### src/rtl/mux_arb_pkg.sv
// Shared constants and helpers for the N-input valid/ready source selector.
package mux_arb_pkg;

   localparam logic MODE_RR    = 1'b0;
   localparam logic MODE_FIXED = 1'b1;

   // Pointer successor with an explicit wrap compare, so any N works.
   function automatic int unsigned next_ptr(input int unsigned g, input int unsigned n);
      if (g + 1 >= n) begin
         return 0;
      end
      return g + 1;
   endfunction

endpackage

### src/rtl/mux_arb_rr_pick.sv
// Round-robin picker: rotate requests by ptr, priority-encode, un-rotate.
module rr_pick #(
   parameter int unsigned N  = 3,
   parameter int unsigned IW = (N > 1) ? $clog2(N) : 1
) (
   input  logic [N-1:0]  req,
   input  logic [IW-1:0] ptr,
   output logic [N-1:0]  gnt,
   output logic [IW-1:0] idx
);

   localparam int unsigned SW = IW + 1;

   logic [2*N-1:0] req2;
   logic [N-1:0]   rot;
   logic [IW-1:0]  off;
   logic [SW-1:0]  sum;
   logic           found;

   always_comb begin
      req2  = {req, req};
      rot   = N'(req2 >> ptr);
      off   = '0;
      found = 1'b0;
      for (int i = 0; i < int'(N); i++) begin
         if (!found && rot[i]) begin
            found = 1'b1;
            off   = IW'(i);
         end
      end
      // Un-rotate: offset from ptr, wrapped by compare rather than overflow.
      sum = SW'(ptr) + SW'(off);
      if (sum >= SW'(N)) begin
         sum = sum - SW'(N);
      end
      idx = found ? IW'(sum) : '0;
      gnt = found ? (N'(1) << idx) : '0;
   end

endmodule

### src/rtl/mux_arb.sv
// N-input WIDTH-bit selector with valid/ready per channel, round-robin or
// fixed-channel arbitration, and a registered single-word output stage.
module mux_arb
   import mux_arb_pkg::*;
#(
   parameter int unsigned N_IN  = 3,
   parameter int unsigned WIDTH = 32,
   parameter int unsigned SEL_W = $clog2(N_IN)
) (
   input  logic                  clk,
   input  logic                  rst_n,
   input  logic                  mode,
   input  logic [SEL_W-1:0]      sel,
   input  logic [N_IN-1:0]       in_valid,
   input  logic [N_IN*WIDTH-1:0] in_data,
   output logic [N_IN-1:0]       in_ready,
   output logic                  out_valid,
   output logic [WIDTH-1:0]      out_data,
   output logic [SEL_W-1:0]      out_src,
   input  logic                  out_ready
);

   logic [N_IN-1:0]  rr_gnt;
   logic [SEL_W-1:0] rr_idx;
   logic [N_IN-1:0]  gnt;
   logic [SEL_W-1:0] g_idx;
   logic [N_IN-1:0]  fix_hit;
   logic             can_load;
   logic             xfer;
   logic [WIDTH-1:0] data_sel;

   logic             out_valid_q, out_valid_d;
   logic [WIDTH-1:0] out_data_q,  out_data_d;
   logic [SEL_W-1:0] out_src_q,   out_src_d;
   logic [SEL_W-1:0] ptr_q,       ptr_d;

   rr_pick #(
      .N  (N_IN),
      .IW (SEL_W)
   ) u_rr_pick (
      .req (in_valid),
      .ptr (ptr_q),
      .gnt (rr_gnt),
      .idx (rr_idx)
   );

   // Grant selection; fixed mode overrides the round-robin result.
   always_comb begin
      gnt     = rr_gnt;
      g_idx   = rr_idx;
      fix_hit = (N_IN'(1) << sel) & in_valid;
      if (mode == MODE_FIXED) begin
         g_idx = sel;
         gnt   = (32'(sel) < N_IN) ? fix_hit : '0;
      end
   end

   // Accept while the output is empty or draining; nothing accepted in reset.
   always_comb begin
      can_load = ~out_valid_q | out_ready;
      in_ready = gnt & {N_IN{can_load & rst_n}};
      xfer     = |in_ready;
   end

   always_comb begin
      data_sel = '0;
      for (int i = 0; i < int'(N_IN); i++) begin
         if (gnt[i]) begin
            data_sel = data_sel | in_data[i*WIDTH +: WIDTH];
         end
      end
   end

   always_comb begin
      out_valid_d = out_valid_q;
      out_data_d  = out_data_q;
      out_src_d   = out_src_q;
      ptr_d       = ptr_q;
      if (xfer) begin
         out_valid_d = 1'b1;
         out_data_d  = data_sel;
         out_src_d   = g_idx;
         if (mode == MODE_RR) begin
            ptr_d = SEL_W'(next_ptr(32'(g_idx), N_IN));
         end
      end else if (out_ready) begin
         out_valid_d = 1'b0;
      end
   end

   always_ff @(posedge clk or negedge rst_n) begin
      if (!rst_n) begin
         out_valid_q <= 1'b0;
         out_data_q  <= '0;
         out_src_q   <= '0;
         ptr_q       <= '0;
      end else begin
         out_valid_q <= out_valid_d;
         out_data_q  <= out_data_d;
         out_src_q   <= out_src_d;
         ptr_q       <= ptr_d;
      end
   end

   assign out_valid = out_valid_q;
   assign out_data  = out_data_q;
   assign out_src   = out_src_q;

endmodule

### config.mk
export PLATFORM = sky130hd
export DESIGN_NAME = mux_arb
export DESIGN_NICKNAME = d
export VERILOG_FILES = /design/src/rtl/mux_arb_pkg.sv /design/src/rtl/mux_arb_rr_pick.sv /design/src/rtl/mux_arb.sv
export SDC_FILE = /design/constraint.sdc
export NUM_CORES = 1
export LEC_CHECK = 0
export ABC_AREA = 1
export BUFFER_PORTS_ARGS = -buffer_cell sky130_fd_sc_hd__buf_2
export CAP_MARGIN = 10
export CORE_AREA = 2 2 106 108
export CTS_BUF_LIST = sky130_fd_sc_hd__clkbuf_8
export DETAILED_ROUTE_END_ITERATION = 8
export DIE_AREA = 0 0 108 110
export PLACE_DENSITY = 0.52
export SYNTH_ARGS = -nofsm -noshare
export SYNTH_HDL_FRONTEND = slang
export SYNTH_HIERARCHICAL = 1
export SYNTH_SLANG_ARGS = --single-unit
### constraint.sdc
create_clock -name clk -period 3.1 [get_ports clk]
set_clock_uncertainty 0.2 [all_clocks]
set_input_delay 0.31 -clock clk [delete_from_list [all_inputs] [get_ports clk]]
set_output_delay 0.31 -clock clk [all_outputs]
set_load 0.03 [all_outputs]
==> impl_metrics.toml, run 1 <==
[outcome]
outcome = "finished with violations"
failed_checks = "setup timing"

[timing]
final.setup.tns_ns = -16.29
timing.final.hold_violations = 0
layout_setup_ws_ns = -0.575
rsz0062_at_grt = "yes"
fin_hold_ws_ns = 0.122
worst-slew-pin-transition_ns = 0.646
report.final.setup_viol = 40
final_critical_path_share_of_the_clock_period_pct = 119
max_freq_mhz = 272
maxSlewHeadroom_pct = 56.9
period_minus_slack_ns = 3.67
timing.final.max_slew_violations = 0

[cts]
cts.path.max_buffers = 2
cts_root_buf = "clkbuf_8"
path_clk_slew_ns = 0.08
htree_levels = 2
worst_skew_pair.late_latency_ns = 0.29
tritoncts.num_buffers = 5
cts.sinks = 37
cts_tree = "yes"

[detailed_routing]
drt_first_iter_violations = 98
drt-wirelength-per-cell_um = 13.2
num_vias = 2979
wirelength_mm = 9.12
drt_pre_antenna_iters = 4
drtAntennaViolNets = 0
routed_via_density = 4.32
post_route_drc_violation_count = 0

[synth]
yosys_warnings = 6
ys_ff_latch = 37
ys_seq_area_share_pct = 38.2
post_synth_inst_count = 368
postSynthNetCount = 476
postSynthAreaPerCell_um2 = 6.59
syn-cell-area_um2 = 2420
ys_types = 21

[floorplanning]
die-area_um2 = 11900
io_pins = 143
floorplan.core_area_um2 = 10700
die_w_um = 108
initial_core_util_pct = 22.7
fp.dieH_um = 110
std_cell_rows = 38

[layout]
most_common_cell_after_layout_fill_and_taps_aside = "buf_2"
fin_area_um2 = 4250
final_nets = 656
flow.area_growth_from_synthesis_pct = 75.4
num_antenna_cells = 0
fin_cells = 689
final_cell_mix = "buf_2, nand2_1, inv_1"
final_layout_size_suffix_gt1_share_pct = 49.5

[worst_setup_path]
nature_of_the_critical_path_endpoint = "primary output"
worstSetupStartpointType = "flip-flop"
critPathKind = "reg -> out"
critPathMaxFanout = 5
cp_data_required_time_ns = 2.59
critPathArrivalTime_ns = 3.16

[run]
timing.max_cap.violations = 0

[placed_design]
place.detailed.hpwl_mm = 6.05
cells_after_dpl = 653
dpl-instance-area_um2 = 3400
numPortBuffers = 142
finalWeightedCongestion = 0.764

[global_route]
number_of_global_route_vias_before_repair = 2970
first_pass_grt_wire_length_mm = 13.7
grt.total_usage_pct = 14.7
grt_max_degree = 38
antenna_found_initial = 0
grt.overflow.total = 0

[hold_path]
worst_hold_path_type = "in -> reg"
[worst max-delay path: stages (launching register included)]
cell	delay, ns
dfrtp_1	0.43
inv_2	0.11
nand2_2	0.07
nand3_2	0.06
nand2_2	0.06
a21oi_2	0.11
ha_2	0.18
inv_2	0.04
fa_1	0.51
inv_2	0.06
ha_4	0.16
nor2_4	0.11
o21ai_1	0.11
nand2_1	0.11
nand2_2	0.10
nor2_1	0.10
nand2_1	0.05
inv_1	0.05
nand2_1	0.06
nand2_2	0.11
nand2_4	0.08
inv_2	0.09
buf_6	0.13
[final cells by class]
| cell class | instances | area [um2] |
|---|---|---|
| clock buffer | 6 | 82.6 |
| multi-input combinational | 262 | 1450 |
| tap | 140 | 175 |
| inverter | 53 | 204 |
| sequential | 37 | 927 |
| timing repair buffer | 189 | 1400 |
| fill | 1130 | 6440 |
| clock inverter | 2 | 13.8 |
[Yosys cell counts]
cell type / n / area [um2]
nand2_1: 154 / 578
inv_1: 50 / 188
nand3_1: 40 / 200
dfrtp_1: 37 / 926
o21ai_1: 34 / 170
buf_2: 11 / 55.1
nand2_2: 10 / 62.6
nor2_1: 9 / 33.8
buf_4: 3 / 22.5
inv_2: 3 / 11.3
nand3_2: 3 / 30.0
a21oi_1: 2 / 10.0
buf_6: 2 / 22.5
ha_1: 2 / 25.0
nor2_4: 2 / 22.5
a21boi_1: 1 / 7.51
a21o_1: 1 / 7.51
fa_1: 1 / 20.0
nand3_4: 1 / 17.5
nand4_1: 1 / 6.26
o21ai_2: 1 / 8.76
[stage by stage]
stage	worst slack [ns]	utilization, %
finish	-0.575	39.8
global route	-0.809	39.8
CTS	-0.482	37.3
detailed placement	-0.244	31.8
global placement	-0.141	31.8
floorplan	-0.0372	-
[metal layers]
metal	vias to the layer above	global-route usage, %	wire length, um
met5	-	0	0
met4	0	2.93	59
met3	6	2.76	495
met2	83	27.6	4680
met1	1389	17.5	3880
li1	1501	-	-
[path summary, 6_finish.rpt]
kind / startpoint / end / slack, ns / cells after the start
min reg2reg: out_src[0] / out_src[0] / 0.31 / 2
min in group asynchronous: rst_n / out_data[29] / 0.48 / 3
max reg2reg: ptr_q[0] / out_data[11] / -0.49 / 26
min: out_ready / out_valid / 0.12 / 3
max: ptr_q[0] / in_ready[0] / -0.57 / 22
max in group asynchronous: rst_n / ptr_q[1] / 1.85 / 3
[registers in the layout, indices dropped and copies added (netlist names)]
register and flops:
out_src 2, ptr_q 2, out_valid 1, out_data 32
[cell families after synthesis]
| group | count (synthesis) | synth area share [%] |
|---|---|---|
| AO/OA/AOI/OAI | 39 | 8.41 |
| adder cells (fa/ha/maj) | 3 | 1.86 |
| buffers and inverters | 69 | 12.3 |
| flip-flops | 37 | 38.2 |
| AND/OR/NAND/NOR | 220 | 39.2 |
[timing repair]
action	in CTS	in global routing
pin swaps	5	3
setup endpoints to repair	40	40
endpoints found under the hold margin	37	0
hold buffers	1	0
gates resized for setup	36	66
gates cloned	8	3
setup buffers	14	6
Power of run 1 is left out: the tool's default activity adds up to more than one toggle a clock period on the data nets, which glitch-free logic cannot reach.
==> run 2, diff against run 1 <==
--- a/config.mk
+++ b/config.mk
@@ -5,14 +5,13 @@
 export SDC_FILE = /design/constraint.sdc
 export NUM_CORES = 1
 export LEC_CHECK = 0
-export ABC_AREA = 1
 export BUFFER_PORTS_ARGS = -buffer_cell sky130_fd_sc_hd__buf_2
 export CAP_MARGIN = 10
-export CORE_AREA = 2 2 106 108
+export CORE_AREA = 2 2 102 104
 export CTS_BUF_LIST = sky130_fd_sc_hd__clkbuf_8
 export DETAILED_ROUTE_END_ITERATION = 8
-export DIE_AREA = 0 0 108 110
-export PLACE_DENSITY = 0.52
+export DIE_AREA = 0 0 104 106
+export PLACE_DENSITY = 0.53
 export SYNTH_ARGS = -nofsm -noshare
 export SYNTH_HDL_FRONTEND = slang
 export SYNTH_HIERARCHICAL = 1
==> run 2 against run 1 <==
The flow still finishes with violations (setup timing); hold slack lost 0.0074 ns; synthesized area decreased by 7.3%; worst setup slack better by 0.042 ns; synthesized cell count is 43% lower; global-route usage is 2.3 points lower; first-iteration DRC count increased to 3.7 times the previous value; non-clock buffer count is 22 lower; sequential share of layout area up 4.0 points; via count fell by 23%; flip-flop and latch count did not move; final cell count decreased by 27%.
==> impl_metrics.toml, run 2 <==
[synth]
yosys_warnings = 6
synthMostInstantiatedCell = "inv_1"
postSynthNetCount = 316
ys_seq_area_share_pct = 41.2
ys_types = 36
synth_enable_flop_cells = 0
ys_ff_latch = 37
async_flop_share_pct = 100
syn-cell-area_um2 = 2250
ys_dominant_reg_cell = "dfrtp_1"
postSynthAreaPerCell_um2 = 10.8
synth_top_cells_by_area = "dfrtp_1, a222oi_1, mux2i_1"
ys_top_cells_by_count = "inv_1, dfrtp_1, a222oi_1, mux2i_1, nor2_1"
post_synth_top_area_cell = "dfrtp_1"
synth_largest_type_area_fraction_pct = 41.2
post_synth_inst_count = 208

[outcome]
failed_checks = "setup timing"
outcome = "finished with violations"

[worst_setup_path]
worstSetupStartpointType = "flip-flop"
critical_path.cell_chain = "xnor2_2 > nand3b_1 > nand2_1 > ha_1 > inv_2 > fa_1 > inv_2 > ha_4 > nand3b_1 > mux2_4 > nor2_4 > mux2i_4 > nor2_1 > buf_4"
cp_data_required_time_ns = 2.59
crit_slowest_cell = "fa_1"
slowest_delay_ns = 0.53
critPathKind = "reg -> out"
critPathMaxFanout = 4
critPathArrivalTime_ns = 3.12
nature_of_the_critical_path_endpoint = "primary output"

[layout]
fin_cells = 505
largest_register_ffs = 32
multi_input_comb_area_um2 = 1240
final_layout_size_suffix_gt1_share_pct = 56.1
layout.filler_cells = 1026
area.sequential_um2 = 928
flow.area_growth_from_synthesis_pct = 59.9
final_nets = 477
final_cell_mix = "buf_2, inv_1, dfrtp_1"
num_antenna_cells = 0
most_common_cell_after_layout_fill_and_taps_aside = "buf_2"

[detailed_routing]
drt-wirelength-per-cell_um = 14.1
routed_via_density = 4.52
wirelength_mm = 7.10
post_route_drc_violation_count = 0
drt_first_iter_violations = 362
drtAntennaViolNets = 0
drt_pre_antenna_iters = 8
num_vias = 2283

[run]
timing.max_cap.violations = 0

[global_route]
grt_max_degree = 38
first_pass_grt_wire_length_mm = 11.2
grt.overflow.total = 0
number_of_global_route_vias_before_repair = 2278
antenna_found_initial = 0
grt.total_usage_pct = 12.4

[timing]
rsz0062_at_grt = "yes"
layout_setup_ws_ns = -0.533
max_freq_mhz = 275
timing.final.hold_violations = 0
worst-slew-pin-transition_ns = 0.498
report.final.setup_viol = 40
final.setup.tns_ns = -17.93
final_critical_path_share_of_the_clock_period_pct = 117
maxSlewHeadroom_pct = 66.8
fin_hold_ws_ns = 0.114
period_minus_slack_ns = 3.63
timing.final.max_slew_violations = 0

[cts]
htree_levels = 2
cts.sinks = 37
path_clk_slew_ns = 0.08
cts_tree = "yes"
worst_skew_pair.late_latency_ns = 0.28
tritoncts.num_buffers = 5
cts_root_buf = "clkbuf_8"
cts.path.max_buffers = 2

[power_and_ir_drop]
max-vdd-ir-drop_mv = 0.344
finalPower_uw = 4360
power_density_nw_per_um2 = 1210
leakage_uw = 0.00178

[floorplanning]
die_w_um = 104
fp.dieH_um = 106
initial_core_util_pct = 22.5
io_pins = 143
floorplan.core_area_um2 = 10000
die-area_um2 = 11000
std_cell_rows = 37

[placed_design]
numPortBuffers = 142
finalWeightedCongestion = 0.731
place.detailed.hpwl_mm = 5.27
cells_after_dpl = 493

[hold_path]
worst_hold_path_type = "in -> reg"
[run 2: cell type report]
class,count,share of cell area (%)
clock buffer,6,2.30
clock inverter,1,0.209
inverter,39,4.07
multi-input combinational,119,34.6
sequential,37,25.8
tap,136,4.74
timing repair buffer,167,28.3
[run 2: routing by layer]
layer | vias to the layer above | GRT usage [%] | share of wire [%] | wire length (um)
met1 | 1072 | 14.6 | 42 | 2980
li1 | 1101 | - | - | -
met3 | 9 | 3.13 | 6.4 | 455
met2 | 101 | 23.1 | 51 | 3600
met5 | - | 0 | 0 | 0
met4 | 0 | 2.32 | 0.93 | 66
[run 2: cell families after synthesis]
family | synth area share (%)
AOI/OAI and AO/OA | 19.5
xor gates and xnor gates | 0.390
adders and majority gates | 2.00
buffers and inverters | 10.2
DFF | 41.2
muxes | 19.0
and+or+nand+nor | 7.63
[run 2: worst paths after layout]
kind / startpoint / end / slack [ns] / depth (start not counted)
worst max-delay path: ptr_q[1] / in_ready[0] / -0.53 / 14
min in group asynchronous: rst_n / out_data[7] / 0.49 / 3
worst max register to register: ptr_q[1] / ptr_q[1] / -0.53 / 14
worst min-delay path: out_ready / out_valid / 0.11 / 3
worst min register to register: out_data[17] / out_data[17] / 0.32 / 2
max in group asynchronous: rst_n / ptr_q[0] / 1.84 / 3
[run 2: worst max-delay path, delay by kind of cell, from the launching register on]
family	cells	cell delay (ns)
xor gates and xnor gates	1	0.21
adders and majority gates	3	0.83
buffers and inverters	3	0.26
DFF	1	0.46
muxes	2	0.43
and+or+nand+nor	5	0.63
[run 2: timing repair]
| item | CTS | global route |
|---|---|---|
| hold buffers | 1 | 0 |
| gates cloned | 0 | 1 |
| setup buffers | 3 | 0 |
| pin swaps | 25 | 8 |
| endpoints found under the hold margin | 37 | 0 |
| endpoints found under the setup margin | 40 | 40 |
| resized for setup | 23 | 11 |
[run 2: where the power goes]
group,internal (uW),total (uW),switching [uW]
clock network,176,355,179
registers,710,831,121
logic,1470,3180,1700
[run 2: stage by stage]
stage,util (%),instance area (um2),worst slack [ns]
4_1_cts,35.5,3550,-0.525
3_5_place_dp,33.3,3330,-0.506
2_1_floorplan,-,2340,-0.269
3_3_place_gp,33.3,3330,-0.424
5_1_grt,35.9,3590,-0.665
6_report,35.9,3590,-0.533
Power figures use the tool's default switching activity.
==> run 3, diff against run 2 <==
--- a/config.mk
+++ b/config.mk
@@ -7,11 +7,11 @@
 export LEC_CHECK = 0
 export BUFFER_PORTS_ARGS = -buffer_cell sky130_fd_sc_hd__buf_2
 export CAP_MARGIN = 10
-export CORE_AREA = 2 2 102 104
+export CORE_AREA = 2 2 78 80
 export CTS_BUF_LIST = sky130_fd_sc_hd__clkbuf_8
 export DETAILED_ROUTE_END_ITERATION = 8
-export DIE_AREA = 0 0 104 106
-export PLACE_DENSITY = 0.53
+export DIE_AREA = 0 0 80 82
+export PLACE_DENSITY = 0.81
 export SYNTH_ARGS = -nofsm -noshare
 export SYNTH_HDL_FRONTEND = slang
 export SYNTH_HIERARCHICAL = 1
==> run 3 against run 2 <==
Worst setup slack worse by 0.0045 ns; register-to-register slack better by 0.02 ns; core utilization up 25 points; highest routed layer unchanged; cell area down 2.3%; the run ends with DRC, setup timing left; first-iteration DRC count down 35%; sequential power up 0.7%; critical path type unchanged; non-clock buffer count down 2; final cell count down 12%.
==> impl_metrics.toml, run 3 (synthesized netlist as in run 2, its figures left out) <==
[worst_setup_path]
path_common_cell = "buf_6"
cp_data_required_time_ns = 2.59
critPathKind = "reg -> out"
timing.critical_path.max_delay_family = "adder cells"
critPathMaxFanout = 5
critical_path.cell_chain = "nor3b_4 > a22oi_1 > nand2_1 > ha_1 > inv_1 > fa_1 > inv_2 > ha_4 > or3_4 > a21oi_4 > a21boi_4 > buf_6 > nor2_4 > buf_6"
crit_slowest_cell = "dfrtp_2"
critPathArrivalTime_ns = 3.13
slowest_delay_ns = 0.47
nature_of_the_critical_path_endpoint = "primary output"
worstSetupStartpointType = "flip-flop"
cp_num_buf_inv = 4

[power_and_ir_drop]
power.share.sequential_pct = 18.6
switching_power_uw = 2030
cell_internal_pwr_uw = 2460
power.combinational.fraction_pct = 70.1
max-vdd-ir-drop_mv = 0.558
power.share.clock_pct = 11.3
power_density_nw_per_um2 = 1280
finalPower_uw = 4500
leakage_uw = 0.00179
sw_frac_of_total_pct = 45.2

[placed_design]
place_ws_ns = -0.487
dpl-instance-area_um2 = 3200
finalWeightedCongestion = 0.855
place.detailed.hpwl_mm = 5.03
numPortBuffers = 142
cells_after_dpl = 428

[detailed_routing]
num_vias = 2375
drt_pre_antenna_iters = 9
drtAntennaViolNets = 0
drt_first_iter_violations = 235
post_route_drc_violation_count = 3
routed_via_density = 5.36
drt-wirelength-per-cell_um = 15.8
wirelength_mm = 7.00

[global_route]
global_route.peak_usage_layer = "met2"
grt_max_degree = 38
antenna_found_initial = 0
first_pass_grt_wire_length_mm = 9.96
global_route_met1_usage_pct = 22.7
number_of_global_route_vias_before_repair = 2148
groute.layer.met3.usage_pct = 4.07
grt.total_usage_pct = 19.6
grt.overflow.total = 0
grt.met2_usage_pct = 36.5

[layout]
fin_area_um2 = 3510
layout.filler_cells = 479
largest_register_ffs = 32
fin_cells = 443
most_common_cell_after_layout_fill_and_taps_aside = "buf_2"
flow.area_growth_from_synthesis_pct = 56.2
num_antenna_cells = 0
final_cell_mix = "buf_2, inv_1, dfrtp_1"
final_nets = 475
layout.core_utilization_pct = 61.1
final_layout_size_suffix_gt1_share_pct = 55.7

[floorplanning]
fp.dieH_um = 82
initial_core_util_pct = 39.1
die-area_um2 = 6560
floorplan.core_area_um2 = 5750
io_pins = 143
die_w_um = 80
std_cell_rows = 28

[cts]
htree_levels = 2
cts_root_buf = "clkbuf_8"
cts.sinks = 37
worst_skew_pair.late_latency_ns = 0.29
path_clk_slew_ns = 0.08
tritoncts.num_buffers = 5
cts_tree = "yes"
cts.path.max_buffers = 2

[timing]
timing.final.hold_violations = 0
period_minus_slack_ns = 3.64
max_freq_mhz = 275
rsz0062_at_grt = "yes"
layout_setup_ws_ns = -0.537
maxSlewHeadroom_pct = 67.5
final_critical_path_share_of_the_clock_period_pct = 117
worst-slew-pin-transition_ns = 0.484
timing.final.max_slew_violations = 0
report.final.setup_viol = 40

[run]
timing.max_cap.violations = 0

[hold_path]
worst_hold_path_type = "in -> reg"

[outcome]
failed_checks = "DRC, setup timing"
outcome = "finished with violations"
run 3: cell count changes in the layout (fill, tap and decap cells not counted), moves of 2 or more:
cell	change
mux2_2	+2
buf_6	+2
bufinv_16	+2
mux2_4	-2
buf_8	-3
run 3: final timing paths:
kind                       slack (ns)  depth (start not counted)    startpoint           end
min reg2reg                      0.31                          2  out_data[18]  out_data[18]
min                              0.11                          3   in_data[83]  out_data[19]
min in group asynchronous        0.43                          3         rst_n     out_valid
max in group asynchronous        1.93                          3         rst_n      ptr_q[1]
max reg2reg                     -0.51                         15      ptr_q[1]      ptr_q[1]
max                             -0.54                         14      ptr_q[1]   in_ready[1]
run 3: tightest hold or removal path, cell delays in order:
cell	delay (ns)
buf_2	0.07
a222oi_1	0.05
mux2i_1	0.12
run 3: cell type report:
class,count,area (um2),share of cell area (%)
clock buffer,5,68.8,1.96
tap,75,93.8,2.67
clock inverter,3,68.8,1.96
multi-input combinational,119,1230,35.1
sequential,37,928,26.4
inverter,39,146,4.17
timing repair buffer,165,973,27.7
run 3: through the flow:
stage,setup TNS [ns],hold slack [ns]
2_1_floorplan,-9.56,-0.186
3_3_place_gp,-11.66,0.216
3_5_place_dp,-17.47,0.221
4_1_cts,-17.83,0.106
5_1_grt,-23.70,0.128
6_report,-17.93,0.112
run 3: per-layer routing:
metal  up-vias  wire (um)
met3        19        574
li1       1101          -
met1      1130       2660
met2       125       3660
met4         0        106
met5         -          0
run 3: what timing repair did:
| action | CTS | global route |
|---|---|---|
| hold endpoints to repair | 37 | 0 |
| setup buffers | 4 | 1 |
| resized for setup | 15 | 15 |
| endpoints found under the setup margin | 40 | 40 |
| gates cloned | 0 | 1 |
| pin swaps | 22 | 11 |
| hold buffers | 1 | 0 |
run 3: power groups by stage:
stage | clock (uW) | sequential, uW | combinational, uW
after detailed placement | 0 | 834 | 2870
after floorplan | 0 | 1220 | 1700
after global placement | 0 | 819 | 2770
final | 507 | 837 | 3150
after CTS | 519 | 832 | 3000
after global routing | 548 | 865 | 3390
